$ cat config.mk
export PLATFORM = sky130hd
export DESIGN_NAME = bop_interval_table
export DESIGN_NICKNAME = d
export VERILOG_FILES = /design/src/rtl/bop_pkg.sv /design/src/rtl/bop_range_cmp.sv /design/src/rtl/bop_interval_table.sv
export SDC_FILE = /design/constraint.sdc
export NUM_CORES = 2
export LEC_CHECK = 0
export BUFFER_PORTS_ARGS = -buffer_cell sky130_fd_sc_hd__buf_2
export CAP_MARGIN = 20
export CELL_PAD_IN_SITES_DETAIL_PLACEMENT = 0
export CELL_PAD_IN_SITES_GLOBAL_PLACEMENT = 1
export CORE_MARGIN = 5
export CORE_UTILIZATION = 50
export DETAILED_ROUTE_END_ITERATION = 8
export PLACE_DENSITY_LB_ADDON = 0.1
export SYNTH_ARGS = -nofsm -noshare
export SYNTH_HDL_FRONTEND = slang
export SYNTH_SLANG_ARGS = --single-unit
$ cat constraint.sdc
create_clock -name clk_i -period 7.8 [get_ports clk_i]
set_input_delay 0.78 -clock clk_i [delete_from_list [all_inputs] [get_ports clk_i]]
set_output_delay 0.78 -clock clk_i [all_outputs]
set_load 0.03 [all_outputs]
$ cat src/rtl/bop_pkg.sv
// Shared types and constants for the buffer-overflow-protection interval table.
package bop_pkg;

   localparam int BOP_TABLE_DEPTH = 8;
   localparam int BOP_EVICT_W     = 16;
   localparam int BOP_AW          = 32;

   typedef struct packed {
      logic [BOP_AW-1:0] first;
      logic [BOP_AW-1:0] last;
   } bop_interval_t;

endpackage

$ cat src/rtl/bop_range_cmp.sv
// Per-entry comparator: range/first-byte match for the lookup address and
// exact-pair match against the incoming write, used for duplicate suppression.
module bop_range_cmp
   import bop_pkg::*;
(
   input  logic              i_valid,
   input  bop_interval_t     i_entry,
   input  logic [BOP_AW-1:0] i_addr,
   input  bop_interval_t     i_wr_pair,
   output logic              o_in_range,
   output logic              o_is_first,
   output logic              o_dup
);

   // Plain unsigned compares: an interval never wraps through address 0.
   assign o_in_range = i_valid && (i_addr >= i_entry.first) && (i_addr <= i_entry.last);
   assign o_is_first = i_valid && (i_addr == i_entry.first);
   assign o_dup      = i_valid && (i_entry == i_wr_pair);

endmodule

$ cat src/rtl/bop_interval_table.sv
// Circular table of overflow intervals with a combinational lookup port.
// AW must equal bop_pkg::BOP_AW, since entries are stored as bop_interval_t.
module bop_interval_table
   import bop_pkg::*;
#(
   parameter int DEPTH = BOP_TABLE_DEPTH,
   parameter int AW    = BOP_AW
) (
   input  logic                     clk_i,
   input  logic                     rst_ni,
   input  logic                     flush_i,
   input  logic                     wr_en_i,
   input  logic [AW-1:0]            wr_first_i,
   input  logic [AW-1:0]            wr_last_i,
   input  logic [AW-1:0]            lookup_addr_i,
   output logic                     in_range_o,
   output logic                     is_first_o,
   output logic [$clog2(DEPTH)-1:0] hit_idx_o,
   output logic [$clog2(DEPTH):0]   count_o,
   output logic [BOP_EVICT_W-1:0]   evict_cnt_o,
   output logic                     bad_wr_o
);

   localparam int IDX_W = $clog2(DEPTH);
   localparam int CNT_W = IDX_W + 1;

   logic [DEPTH-1:0]       r_valid;
   bop_interval_t          r_entry [DEPTH];
   logic [IDX_W-1:0]       r_wp;
   logic [CNT_W-1:0]       r_count;
   logic [BOP_EVICT_W-1:0] r_evict;
   logic                   r_bad;

   bop_interval_t          w_wr_pair;
   logic [DEPTH-1:0]       w_in_range;
   logic [DEPTH-1:0]       w_is_first;
   logic [DEPTH-1:0]       w_dup;
   logic                   w_ordered;
   logic                   w_write;
   logic                   w_full;
   logic [IDX_W-1:0]       w_hit_idx;

   assign w_wr_pair = '{first: wr_first_i, last: wr_last_i};
   assign w_ordered = (wr_first_i <= wr_last_i);
   assign w_write   = wr_en_i && !flush_i && w_ordered && !(|w_dup);
   assign w_full    = r_valid[r_wp];

   for (genvar gi = 0; gi < DEPTH; gi++) begin : g_cmp
      bop_range_cmp u_cmp (
         .i_valid    (r_valid[gi]),
         .i_entry    (r_entry[gi]),
         .i_addr     (lookup_addr_i),
         .i_wr_pair  (w_wr_pair),
         .o_in_range (w_in_range[gi]),
         .o_is_first (w_is_first[gi]),
         .o_dup      (w_dup[gi])
      );
   end

   always_ff @(posedge clk_i or negedge rst_ni) begin
      if (!rst_ni) begin
         r_valid <= '0;
         r_wp    <= '0;
         r_count <= '0;
         r_evict <= '0;
         r_bad   <= 1'b0;
      end else if (flush_i) begin
         r_valid <= '0;
         r_wp    <= '0;
         r_count <= '0;
         r_evict <= '0;
         r_bad   <= 1'b0;
      end else begin
         if (wr_en_i && !w_ordered) begin
            r_bad <= 1'b1;
         end
         if (w_write) begin
            r_valid[r_wp] <= 1'b1;
            r_wp          <= r_wp + IDX_W'(1);
            if (w_full) begin
               if (r_evict != '1) begin
                  r_evict <= r_evict + BOP_EVICT_W'(1);
               end
            end else begin
               r_count <= r_count + CNT_W'(1);
            end
         end
      end
   end

   // NOTE: interval storage carries no reset; the valid bits alone gate every use of it.
   always_ff @(posedge clk_i) begin
      if (w_write) begin
         r_entry[r_wp] <= w_wr_pair;
      end
   end

   // NOTE: blocking assignments here build a priority chain; scanning downward lets the lowest index win.
   always_comb begin
      w_hit_idx = '0;
      for (int i = DEPTH - 1; i >= 0; i--) begin
         if (w_in_range[i]) begin
            w_hit_idx = IDX_W'(i);
         end
      end
   end

   assign in_range_o  = |w_in_range;
   assign is_first_o  = |w_is_first;
   assign hit_idx_o   = w_hit_idx;
   assign count_o     = r_count;
   assign evict_cnt_o = r_evict;
   assign bad_wr_o    = r_bad;

endmodule

Word-level counts from Yosys, hierarchy flattened:

Memories as Yosys holds them, arrays and structs flattened.
Index checks and enable logic that the tools add are counted.

* memories: 1
* RAM bits: 512
* memory bits (read-only): 0
* latch bits: 0
* output and inout port bits: 26
* register bits: 32
* bits of input ports: 100

Memory list
* r_entry: depth 8, width 64, read ports 8, clocked after Yosys merged registers in 0, wr ports 1, RTL line bop_interval_table.sv:28 `bop_interval_t r_entry [DEPTH];`

* $mul: 0
* add/subtract/negate cells: 3
* order comparisons: 19
* reductions and logical operators: 49
* bitwise gates (word level): 1
* shift-type cells: 0
* mux-type cells: 27
* div/mod/pow operators: 0
* equal/unequal tests: 18

Operators by type and width (number)
* 64-bit == test: 8
* 32-bit <= comparator: 9
* 32-bit == test: 8
* 32-bit >= comparator: 8
* 16-bit two-way mux: 4
* 1-bit logical AND: 37
* 3-bit two-way mux: 10
* 8-bit OR reduction: 3
* 16-bit by 1-bit adder with 16-bit output (second input constant): 1
* 8-bit two-way mux: 2
* 16-bit inequality test (second input constant): 1
* 4-bit two-way mux: 3
* 8-bit bitwise OR: 1
* 2-bit nonzero test: 4
* 1-bit two-way mux: 6
* 4-bit by 1-bit adder with 4-bit output (second input constant): 1
* 3-bit by 4-bit < comparator with 1-bit output (second input constant): 1
* 3-bit by 1-bit adder with 3-bit output (second input constant): 1
* 1-bit binary-select mux with 3-bit select: 1
* 1-bit demux with 3-bit select: 1
* 3-bit by 1-bit >= comparator with 1-bit output (second input constant): 1
* 1-bit zero test: 3
* 3-bit AND reduction: 1
* 2-bit inequality test (second input constant): 1
* 2-bit AND reduction: 1

Longest topological paths before layout:

* depth after elaboration: 11
* gate-level depth with buffers: 13

Cells and area by module:

From an unflattened synthesis, not the netlist that was laid out.

* cells, all modules: 3422
* area total of the unflattened synthesis: 37119.4 um2

By module, submodules not included
* bop_range_cmp: area an instance 2376.0 um2, instances 8, cells an instance 324
* bop_interval_table: area an instance 18111.1 um2, instances 1, cells an instance 830

Worst setup path before layout:

Ideal clock, no wire load.

* path type: input -> register
* start point: input wr_last_i[13]
* end point: memory r_entry[7][0] (netlist bit), enable pin
* library setup time: 0.429 ns
* slack: 2.979 ns
* buffers on the path: 2
* data required time: 7.371 ns
* stages on the path: 13
* arrival time: 4.392 ns
* cells stage by stage: buf_2 -> inv_1 -> ha_1 -> a21o_1 -> a21o_1 -> a21oi_1 -> o21ai_0 -> o31a_1 -> o21ai_1 -> nand3_1 -> buf_4 -> nor2_1 -> and3_1

* cells in the longest elaborated chain, start to end: 7

RTL lines
* start: declaration: RTL line bop_interval_table.sv:14 `input logic [AW-1:0] wr_last_i,`
* parallel branches: the longest is 4 deep, another holds 32-bit <= comparator
* 1-bit logical AND (*): RTL line bop_interval_table.sv:45 `assign w_write = wr_en_i && !flush_i && w_ordered && !(|w_dup);`
* 1-bit two-way mux (*): RTL line bop_interval_table.sv:93 `if (w_write) begin`
* 1-bit two-way mux (implied by the code) (*): RTL line bop_interval_table.sv:94 `r_entry[r_wp] <= w_wr_pair;`
* end: declaration: RTL line bop_interval_table.sv:28

Mark *: on every way between the ends.

Final worst setup path:

* start point: input lookup_addr_i[15]
* end point: output hit_idx_o[1]

* cells in the longest elaborated chain, start to end: 11

RTL lines
* start: declaration: RTL line bop_interval_table.sv:15 `input logic [AW-1:0] lookup_addr_i,`
* 32-bit >= comparator: RTL line bop_range_cmp.sv:16 `assign o_in_range = i_valid && (i_addr >= i_entry.first) && (i_addr <= i_entry.last);`
* 1-bit logical AND (2 in a row): RTL line bop_range_cmp.sv:16
* 3-bit two-way mux (7 in a row): RTL line bop_interval_table.sv:102 `if (w_in_range[i]) begin`
* 3-bit two-way mux (*): RTL line bop_interval_table.sv:102
* end: declaration: RTL line bop_interval_table.sv:18 `output logic [$clog2(DEPTH)-1:0] hit_idx_o,`

Every way passes the cells marked *; elsewhere a longest branch is shown, timed or not.

==> reports/qor.csv <==
stage,metric,value,unit
grt,grt_use_total,0.4130,
floorplanning,core,73210,µm²
logic_synthesis,synthDistinctLibCells,68,
sta,finalSetupTns,0,ns
grt,grt_pass1_vias,28956,
routing,wl_per_cell,36.83,µm
clocking,worstSkewPairLatency,0.63,ns
grt,grt_max_degree,66,
floorplanning,io_pins,126,
logic_synthesis,synth_area,36990,µm²
sta,maxSlewViolCount,0,
routing,drt_iter0_markers,3727,
clocking,numCtsBuffers,67,
power_and_ir_drop,power_density,181.6,nW/µm²
logic_synthesis,syn_inst,3367,
sta,rsz0062_at_grt,no,
clocking,hold_buffers,0,
logic_synthesis,synth_edf_count,512,
floorplanning,die_h,282.0,µm
floorplanning,initial_core_util,0.5053,
sta,hold_viol_final,0,
logic_synthesis,syn-num-nets,4014,
routing,antenna_left,0,
power_and_ir_drop,clockPowerShare,0.427,
sta,slew_headroom,0.1825,
logic_synthesis,avgSynthCellArea,10.99,µm²
clocking,post-cts-setup-buffer-count,0,
job,maxCapViolations,0,
worst_setup_path,worstSetupEndpointType,output port,
logic_synthesis,synthFlopType,edfxtp_1,
layout,layout_common_cells,"548 x inv_1, 547 x ha_1, 512 x edfxtp_1",
power_and_ir_drop,leakage,18.09,nW
power_and_ir_drop,p_seq_frac,0.437,
clocking,htree_levels,3,
worst_setup_path,r2r-start,r_entry[6][13]$_DFFE_PP_,
outcome,status,"finished, final reports clean",
placement,gp_congestion,1.094,
sta,fin_crit,5.498,ns
power_and_ir_drop,power_switching,0.002059,W
routing,viasPerCell,6.498,
clocking,cts_sinks,544,
power_and_ir_drop,total_power,0.007431,W
routing,drc_errors,0,
grt,grt-ovfl-total,0,
grt,antenna_found_initial,12,
routing,drt_wl_total,167300,µm
placement,place_hpwl,124800,µm
clocking,root_buffer,clkbuf_16,
grt,grt_pass1_wl,225900,µm
power_and_ir_drop,vdd_ir_drop_max,0.1572,mV
clocking,cts_resized,0,
placement,portBuffers,125,
routing,dr.pass1.iters,5,
sta,fin_skew,0.02081,ns
power_and_ir_drop,swShare,0.2771,
worst_setup_path,critPathRequiredTime,7.02,ns
power_and_ir_drop,p_int,0.005372,W
worst_setup_path,crit_fanout,16,
layout,drive_gt1_frac,0.08212,
clocking,cts_tree,done,
floorplanning,die_w,282.0,µm
logic_synthesis,synth_seq_cells,544,
power_and_ir_drop,combPwrFrac,0.137,
floorplanning,die-area,79520,µm²
logic_synthesis,synth_seq_area_share,0.4373,
clocking,clkTransAtPathRegs,0.06,ns
layout,final_common_cell,inv_1,
sta,max_clock_freq,0.1819,GHz
layout,final_nets,4175,
sta,tightestPinTransition,1.226,ns
floorplanning,num_rows,99,
worst_setup_path,crit_type,in -> out,
logic_synthesis,yosysWarnings,0,
clocking,cts_buffer_depth,3,
logic_synthesis,synthArstFlopShare,0.05882,
layout,syn_to_final_growth,10.61,%
sta,finalSetupViolCount,0,
hold_path,min_path_type,in -> async,
worst_setup_path,setup.worst_path.start_class,primary input,
worst_setup_path,arrival,4.72,ns
sta,period_share,0.7049,
routing,vias,29527,
worst_setup_path,critPathLaunch,lookup_addr_i[15],
registers in the layout (all words and copies together) (netlist names):
register,cells
r_entry,512
evict_cnt_o,16
r_valid,8
count_o,4
r_wp,3
bad_wr_o,1
worst paths after layout:
| path | depth (start not counted) | endpoint | slack (ns) |
|---|---|---|---|
| worst min register to register | 1 | count_o[3]$_DFFE_PN0P_ | 0.52 |
| worst max register to register | 10 | r_entry[3][12]$_DFFE_PP_ | 2.73 |
| max in group asynchronous | 1 | evict_cnt_o[6]$_DFFE_PN0P_ | 7.09 |
| min in group clk_i | 1 | count_o[3]$_DFFE_PN0P_ | 0.52 |
| worst max-delay path | 13 | hit_idx_o[1] | 2.30 |
| worst min-delay path | 1 | r_valid[1]$_DFFE_PN0P_ | 0.23 |
synth_stat cells, types with 31 or more instances:
library cell,n,area (µm²)
a21oi_1,139,695.7
nand2_1,60,225.2
nor2b_1,34,212.7
nand2b_1,31,193.9
inv_1,548,2057
o21ai_0,69,345.3
xor2_1,98,858.3
a21o_1,202,1516
nand4_1,212,1326
o22ai_1,31,193.9
edfxtp_1,512,15370
xnor2_1,349,3057
ha_1,547,6844
nand3_1,37,185.2
dfrtp_1,32,800.8
nor4_1,63,394.1
nor3_1,39,195.2
nor2_1,65,244.0
buf_2,64,320.3
through the flow:
stage | hold WS, ns | std cells | setup WS [ns] | utilization | instance area (µm²)
final | 0.2275 | 4544 | 2.302 | 0.5589 | 40910
after global routing | 0.2952 | 4539 | 2.330 | 0.5587 | 40900
after CTS | 0.2379 | 4538 | 1.886 | 0.5586 | 40890
after detailed placement | 0.5028 | 4417 | 1.895 | 0.5291 | 38740
after global placement | 0.4834 | 4414 | 1.671 | 0.5289 | 38720
after floorplan | 0.4844 | 3367 | 2.979 | - | 36990
worst max-delay path, stage by stage:
cell	delay [ns]
buf_2	0.52
ha_1	0.27
nand4_1	0.16
or2_2	0.37
nor4_1	0.83
nand2b_1	0.20
a21oi_1	0.08
a211oi_1	0.58
buf_4	0.29
nor2_1	0.09
o21ai_0	0.10
and3_1	0.19
buf_2	0.20
final cells by class:
class / count / area, µm²
Timing Repair Buffer: 166 / 928.4
Tap cell: 959 / 1200
Sequential cell: 544 / 16180
Inverter: 551 / 2071
Multi-Input combinational cell: 2198 / 18370
Clock buffer: 91 / 1914
Clock inverter: 30 / 244.0
Fill cell: 6329 / 32290
Antenna cell: 5 / 12.51
cells by family after synthesis:
logic type | after synthesis | share of synthesized area
compound gates | 586 | 0.1063
xor+xnor | 447 | 0.1058
fa+ha+maj | 547 | 0.1850
buf+inv | 625 | 0.06667
flops | 544 | 0.4373
mux | 12 | 0.004871
simple gates | 606 | 0.09397
power groups by stage:
stage | registers [W] | clock network, W | logic, W
final | 0.00324 | 0.00317 | 0.00102
after global routing | 0.00324 | 0.00331 | 0.00105
after CTS | 0.00324 | 0.00318 | 0.000980
after detailed placement | 0.00330 | 0 | 0.000973
after global placement | 0.00330 | 0 | 0.000956
after floorplan | 0.00330 | 0 | 0.000483
routing by layer:
metal / global-route usage / vias up / share of wire
met3: 0.07593 / 600 / 0.090
met1: 0.5060 / 14564 / 0.37
li1: - / 12494 / -
met5: 0 / - / 0.000078
met4: 0.3592 / 2 / 0.11
met2: 0.6275 / 1867 / 0.43
No activity file was read; power rests on OpenSTA's default activity.
